File: src/rtl/regfl_wr_ctrl_pkg.sv
// Shared types and defaults for the register-file write-port controller.
// Holds the FSM state encoding and the default geometry of the file.
package regfl_wr_ctrl_pkg;

  localparam int DEF_W      = 3;
  localparam int DEF_RGST_W = 64;
  localparam int DEF_N_REQ  = 4;

  typedef enum logic {
    ST_RUN   = 1'b0,
    ST_SWEEP = 1'b1
  } wr_state_e;

  // Width of a round-robin pointer/index for n requesters (never below 1 bit).
  function automatic int ptr_width(input int n);
    return (n > 1) ? $clog2(n) : 1;
  endfunction

endpackage

File: src/rtl/regfl_wr_ctrl_rr_arb.sv
// Combinational round-robin arbiter: grants the first requester at or above
// ptr_i, wrapping to the lowest requester when none remain above it.
module regfl_wr_ctrl_rr_arb #(
  parameter int N  = 4,
  parameter int PW = 2
) (
  input  logic [N-1:0]  req_i,
  input  logic [PW-1:0] ptr_i,
  output logic [N-1:0]  gnt_o,
  output logic [PW-1:0] gnt_idx_o,
  output logic          any_o
);

  logic [N-1:0] hi;
  logic [N-1:0] hi_first;
  logic [N-1:0] all_first;

  for (genvar gi = 0; gi < N; gi++) begin : g_hi
    assign hi[gi] = req_i[gi] & (PW'(gi) >= ptr_i);
  end

  // x & -x isolates the lowest set bit, i.e. the first candidate in search order.
  assign hi_first  = hi & (~hi + N'(1));
  assign all_first = req_i & (~req_i + N'(1));
  assign gnt_o     = (|hi) ? hi_first : all_first;
  assign any_o     = |req_i;

  for (genvar bi = 0; bi < PW; bi++) begin : g_enc
    logic [N-1:0] sel;
    for (genvar gi = 0; gi < N; gi++) begin : g_sel
      if (((gi >> bi) & 1) == 1) begin : g_on
        assign sel[gi] = gnt_o[gi];
      end else begin : g_off
        assign sel[gi] = 1'b0;
      end
    end
    assign gnt_idx_o[bi] = |sel;
  end

endmodule

File: src/rtl/regfl_wr_ctrl.sv
// Write-port controller for regfl: round-robin merges N_REQ writers onto the
// single we/s/d port and runs a zero-fill sweep of every register on request.
module regfl_wr_ctrl
  import regfl_wr_ctrl_pkg::*;
#(
  parameter int W      = DEF_W,
  parameter int RGST_W = DEF_RGST_W,
  parameter int N_REQ  = DEF_N_REQ
) (
  input  logic                    clk,
  input  logic                    rst,
  input  logic [N_REQ-1:0]        req_vld,
  input  logic [N_REQ*W-1:0]      req_addr,
  input  logic [N_REQ*RGST_W-1:0] req_data,
  output logic [N_REQ-1:0]        req_rdy,
  input  logic                    init_req,
  output logic                    rf_we,
  output logic [W-1:0]            rf_s,
  output logic [RGST_W-1:0]       rf_d,
  output logic                    busy,
  output logic                    init_done
);

  localparam int PW = ptr_width(N_REQ);

  wr_state_e          state_q, state_d;
  logic [PW-1:0]      ptr_q, ptr_d;
  logic [W:0]         cnt_q, cnt_d;
  logic               rf_we_q, rf_we_d;
  logic [W-1:0]       rf_s_q, rf_s_d;
  logic [RGST_W-1:0]  rf_d_q, rf_d_d;
  logic               done_q, done_d;

  logic [N_REQ-1:0]   gnt;
  logic [PW-1:0]      gnt_idx;
  logic               gnt_any;
  logic [W-1:0]       addr_arr [N_REQ];
  logic [RGST_W-1:0]  data_arr [N_REQ];

  for (genvar gi = 0; gi < N_REQ; gi++) begin : g_unpack
    assign addr_arr[gi] = req_addr[gi*W +: W];
    assign data_arr[gi] = req_data[gi*RGST_W +: RGST_W];
  end

  regfl_wr_ctrl_rr_arb #(
    .N  (N_REQ),
    .PW (PW)
  ) u_arb (
    .req_i     (req_vld),
    .ptr_i     (ptr_q),
    .gnt_o     (gnt),
    .gnt_idx_o (gnt_idx),
    .any_o     (gnt_any)
  );

  always_ff @(posedge clk) begin
    if (rst) begin
      state_q <= ST_RUN;
      ptr_q   <= '0;
      cnt_q   <= '0;
      rf_we_q <= 1'b0;
      rf_s_q  <= '0;
      rf_d_q  <= '0;
      done_q  <= 1'b0;
    end else begin
      state_q <= state_d;
      ptr_q   <= ptr_d;
      cnt_q   <= cnt_d;
      rf_we_q <= rf_we_d;
      rf_s_q  <= rf_s_d;
      rf_d_q  <= rf_d_d;
      done_q  <= done_d;
    end
  end

  always_comb begin
    state_d = state_q;
    ptr_d   = ptr_q;
    cnt_d   = cnt_q;
    rf_we_d = 1'b0;
    rf_s_d  = rf_s_q;
    rf_d_d  = rf_d_q;
    done_d  = 1'b0;
    req_rdy = '0;
    case (state_q)
      ST_RUN: begin
        // A sweep request pre-empts any pending writer for this cycle.
        if (init_req) begin
          state_d = ST_SWEEP;
          cnt_d   = '0;
        end else begin
          req_rdy = gnt;
          if (gnt_any) begin
            rf_we_d = 1'b1;
            rf_s_d  = addr_arr[gnt_idx];
            rf_d_d  = data_arr[gnt_idx];
            ptr_d   = (gnt_idx == PW'(N_REQ - 1)) ? '0 : gnt_idx + PW'(1);
          end
        end
      end
      ST_SWEEP: begin
        // The extra counter bit marks the trailing cycle after the last write.
        if (!cnt_q[W]) begin
          rf_we_d = 1'b1;
          rf_s_d  = cnt_q[W-1:0];
          rf_d_d  = '0;
          done_d  = (cnt_q[W-1:0] == {W{1'b1}});
          cnt_d   = cnt_q + {{W{1'b0}}, 1'b1};
        end else begin
          state_d = ST_RUN;
        end
      end
      default: state_d = ST_RUN;
    endcase
  end

  assign rf_we     = rf_we_q;
  assign rf_s      = rf_s_q;
  assign rf_d      = rf_d_q;
  assign init_done = done_q;
  assign busy      = (state_q == ST_SWEEP);

endmodule

File: config.mk
export PLATFORM = sky130hd
export DESIGN_NAME = regfl_wr_ctrl
export DESIGN_NICKNAME = d
export VERILOG_FILES = /design/src/rtl/regfl_wr_ctrl_pkg.sv /design/src/rtl/regfl_wr_ctrl_rr_arb.sv /design/src/rtl/regfl_wr_ctrl.sv
export SDC_FILE = /design/constraint.sdc
export NUM_CORES = 1
export LEC_CHECK = 0
export CAP_MARGIN = 20
export CORE_AREA = 2 2 136 138
export DETAILED_ROUTE_END_ITERATION = 16
export DIE_AREA = 0 0 138 140
export GPL_TIMING_DRIVEN = 0
export HOLD_SLACK_MARGIN = 0.08
export PLACE_DENSITY_LB_ADDON = 0.25
export SYNTH_ARGS = -nofsm -noshare
export SYNTH_HDL_FRONTEND = slang
export SYNTH_HIERARCHICAL = 1
export SYNTH_SLANG_ARGS = --single-unit
File: constraint.sdc
create_clock -name clk -period 5.16 [get_ports clk]
set_clock_uncertainty 0.2 [all_clocks]
set_input_delay 1.032 -clock clk [delete_from_list [all_inputs] [get_ports clk]]
set_output_delay 1.032 -clock clk [all_outputs]
set_load 0.1 [all_outputs]
# Yosys cells after proc, flatten, opt, wreduce, memory -nomap -nowiden
# Cells that the tools add are included.
# word_totals
regBits	76
in_bits	275
output_inout_bits	74
word_cells	69
# classes
addsub	4
magnitude_cmp	5
n_eq_ne	6
n_mux	27
n_bitwise	11
n_reduce_logical	8
# ops
operator	n
$mux W64	5
$bmux W64 S2	1
$pmux W64 S2	1
$mux W4	5
$mux W3	5
$add A4 B1 Y4 const B	3
$and A4 B4 Y4	2
$ne A2 B2 Y1 const B	4
$not A4 Y4	2
$pmux W4 S2	1
$reduce_or A4 Y1	2
$bmux W3 S2	1
$pmux W3 S2	1
$reduce_and A3 Y1	2
$and A1 B1 Y1	4
$ge A1 B2 Y1 const A	2
$ge A2 B2 Y1 const A	2
$mux W1	4
$pmux W1 S2	2
$reduce_or A2 Y1	2
$eq A3 B3 Y1 const B	1
$ge A3 B3 Y1 const B	1
$not A2 Y3	1
$reduce_or A3 Y1	1
other kinds (5)	6

# Longest topological paths before layout
# logic_depth
word_depth	14
ltp_mapped	10
ltp_nobuf	7

# Cells and area by module
# Netlist, hierarchy kept.
# by_module_without_submodules
module	n_inst	cells_each	area_each_um2	seq_area_each_um2
regfl_wr_ctrl	1	289	4211.5	1521.5
regfl_wr_ctrl_rr_arb	1	30	207.7	0.0

# Worst setup path before layout
# Ideal clock, no wire load.
# synth_timing
kind	input-to-output
startpoint	input port req_vld[2]
endpoint	output port req_rdy[1]
t_arrival_ns	2.261
required_time_ns	3.928
slack_ns	1.667
stages	5
path_buffers	1
cell_sequence	buf_8 > nor2b_1 > o21ai_0 > and3_1 > and2_1
# synth_between
elab_chain_len	5
# synth_lines
item	line	source
from (decl)	regfl_wr_ctrl.sv:12	input logic [N_REQ-1:0] req_vld,
$and A1 B1 Y1	regfl_wr_ctrl_rr_arb.sv:19	assign hi[gi] = req_i[gi] & (PW'(gi) >= ptr_i);
$reduce_or A4 Y1	regfl_wr_ctrl_rr_arb.sv:25	assign gnt_o = (|hi) ? hi_first : all_first;
$mux W4	regfl_wr_ctrl_rr_arb.sv:25	
net gnt[1]	regfl_wr_ctrl.sv:34	logic [N_REQ-1:0] gnt;
$mux W4	regfl_wr_ctrl.sv:88	if (init_req) begin
$mux W4	regfl_wr_ctrl.sv:85	case (state_q)
to (decl)	regfl_wr_ctrl.sv:15	output logic [N_REQ-1:0] req_rdy,
# The timed path passes the listed nets, and every way through them passes these cells.

# Worst setup path after layout
# layout_timing
startpoint	input port req_vld[1]
endpoint	output port req_rdy[0]
# Same word-level chain as after synthesis.

==> results.py <==
metrics = {
    "setup_path": {
        "cp.required_ps": 3930,
        "worst_ep_arrival_time_ps": 3350,
        "crit_path_end_kind": "output pin",
        "reg2reg_setup_slack_ps": 2270,
        "startpoint_type": "input port",
        "worstPathMaxFanout": 7,
        "path_class": "in -> out",
    },
    "grt": {
        "grtUsageTotal": 0.176,
        "met2_usage": 0.323,
        "grtUsageMet3": 0.0465,
        "grt_pass1_wl_mm": 26.9,
        "busiest_layer": "met2",
        "antenna_found_initial": 0,
        "grt-ovfl-total": 0,
        "grt_max_degree": 14,
        "grt_pass1_vias": 4860,
        "grt_use_met1": 0.198,
    },
    "timing": {
        "finalHoldViolCount": 0,
        "tns_ps": 0,
        "period_needed_ps": 4590,
        "whs_ps": 264,
        "setup_viol": 0,
        "relSlewSlack": 0.293,
        "clock.fmax_ghz": 0.218,
        "post-route-period-util": 0.889,
        "rsz0062_at_grt": "no",
        "drv_slew": 0,
        "tightest_slew_ps": 1060,
    },
    "final_layout": {
        "fin_util": 0.477,
        "antennaDiodeCount": 0,
        "drive_above_1_share": 0.160,
        "layout.nets": 954,
        "areaGrowthSynthToFinish_pct": 92.0,
    },
    "worst_hold_path": {
        "hold_class": "reg -> reg",
    },
    "clocking": {
        "cts_hold_buf": 0,
        "clockBufferDepth": 2,
        "cts.clk_slew.worst_paths_ps": 60,
        "cts-root-buf": "clkbuf_16",
        "h-tree-depth": 3,
        "cts-resized-gates": 0,
        "cts.sinks": 76,
        "clkLatencyLatePin_ps": 330,
        "cts_made_buffers": 9,
        "cts_tree": "built",
        "post_cts_buffers": 0,
    },
    "logic_synthesis": {
        "postSynthAreaPerCell_um2": 13.9,
        "syn_inst": 319,
        "synth_top_area_frac": 0.344,
        "synth_edf_count": 0,
        "synth-seq-area-share": 0.344,
        "synth_cell_types": 40,
        "syn_nets": 597,
        "netlist_area_mm2": 0.00442,
        "yosys_warnings": 6,
        "ys.flop_type": "dfxtp_1",
        "synth.area.top_cells": "dfxtp_1 (34%), mux4_2 (30%), a22o_1 (13%)",
        "synth_top_area_cell": "dfxtp_1",
        "ys_ff_latch": 76,
        "async_flop_share": 0,
    },
    "placed_design": {
        "dp_hpwl_mm": 14.3,
        "port-buffer-count": 346,
        "gp_congestion": 0.911,
    },
    "pwr": {
        "pwr-share-clk": 0.261,
        "power_mw": 2.57,
        "power_switching_mw": 0.956,
        "seq_power_share": 0.264,
        "sw_frac_of_total": 0.372,
        "powerDensity_mw_per_mm2": 303,
        "internal-power_mw": 1.61,
        "p_leak_nw": 3.11,
        "vdd.ir_drop.worst_mv": 0.156,
        "p_comb_frac": 0.475,
    },
    "die": {
        "die_x_um": 138,
        "coreArea_mm2": 0.0178,
        "die_h_um": 140,
        "rows": 49,
        "dieArea_mm2": 0.0193,
        "io_pins": 349,
        "start_util": 0.249,
    },
    "routing": {
        "dr.first_iter.drc_count": 182,
        "ant_nets": 0,
        "drc": 0,
        "viasPerCell": 4.94,
        "vias": 4491,
        "wl_per_cell_um": 19.0,
        "wl_mm": 17.3,
        "firstDrtPassIters": 4,
    },
    "run_status": {
        "outcome": "finished, final reports clean",
    },
    "run": {
        "drv_cap": 0,
    },
}
cell families after synthesis:
| logic type | synth area share |
|---|---|
| buffers and inverters | 0.0753 |
| AOI/OAI and AO/OA | 0.167 |
| muxes | 0.350 |
| DFF | 0.344 |
| adders and majority gates | 0.00849 |
| and+or+nand+nor | 0.0555 |
power by group through the flow:
stage / Sequential (mW) / Clock, mW / Combinational, mW
floorplan: 1.07 / 0 / 0.426
detailed placement: 0.690 / 0 / 1.23
finish: 0.678 / 0.670 / 1.22
global route: 0.685 / 0.714 / 1.28
global placement: 0.687 / 0 / 1.22
CTS: 0.678 / 0.691 / 1.23
synthesized netlist by cell type (all sizes together) (4+ instances only):
| master | number |
|---|---|
| buf | 28 |
| mux2i | 4 |
| and2 | 4 |
| nand2b | 6 |
| clkbuf | 7 |
| nand2 | 7 |
| a211oi | 4 |
| mux4 | 64 |
| mux2 | 4 |
| nor2 | 11 |
| dfxtp | 76 |
| a21oi | 8 |
| nor2b | 5 |
| a22o | 64 |
registers in the layout (all words and copies together), names as in the netlist:
register / cells
rf_d: 64
cnt_q: 4
rf_s: 3
ptr_q: 2
busy: 1
init_done: 1
rf_we: 1
placed cells by master (no fill, tap or decap), types with 5 or more instances in the layout:
master,netlist,final
a21oi_1,8,8
dfxtp_1,76,76
nor2_1,11,11
a22o_1,64,64
mux4_1,5,5
buf_6,19,19
clkbuf_16,0,9
clkdlybuf4s50_1,0,346
mux4_2,59,59
nand2_1,7,7
nand2b_1,6,6
clkbuf_1,7,8
metal layers:
metal | up-vias | wire length, µm
li1 | 2040 | -
met1 | 2183 | 6550
met2 | 244 | 9130
met3 | 24 | 1250
met4 | 0 | 366
met5 | - | 0
worst max-delay path, stage by stage:
cell and delay [ps]:
clkdlybuf4s50_1 540, a211oi_1 330, o31a_1 180, and2_1 130, clkdlybuf4s50_1 1140
metrics by stage:
step	worst slack (ps)	std cells	area, µm²
after detailed placement	624	894	8170
final	573	910	8490
after CTS	612	910	8490
after global routing	574	910	8490
after floorplan	1670	319	4420
after global placement	709	894	8170
final timing paths:
path	startpoint	to	depth (start not counted)
setup / recovery	req_vld[1]	req_rdy[0]	5
hold / removal	rf_s[1]$_SDFFE_PP0P_	rf_s[1]$_SDFFE_PP0P_	1
setup reg to reg	ptr_q[0]$_SDFFE_PP0P_	rf_d[52]$_SDFFE_PP0P_	7
hold reg to reg	rf_s[1]$_SDFFE_PP0P_	rf_s[1]$_SDFFE_PP0P_	1
layout make-up:
type	count	area [µm²]
buffer	35	329
multi-input combinational	207	2560
clock buffer	10	229
inverter	1	3.75
clock inverter	6	88.8
tap	229	287
sequential	76	1520
fill	1587	9290
timing repair buffer	346	3460
(Power assumes the default switching activity.)
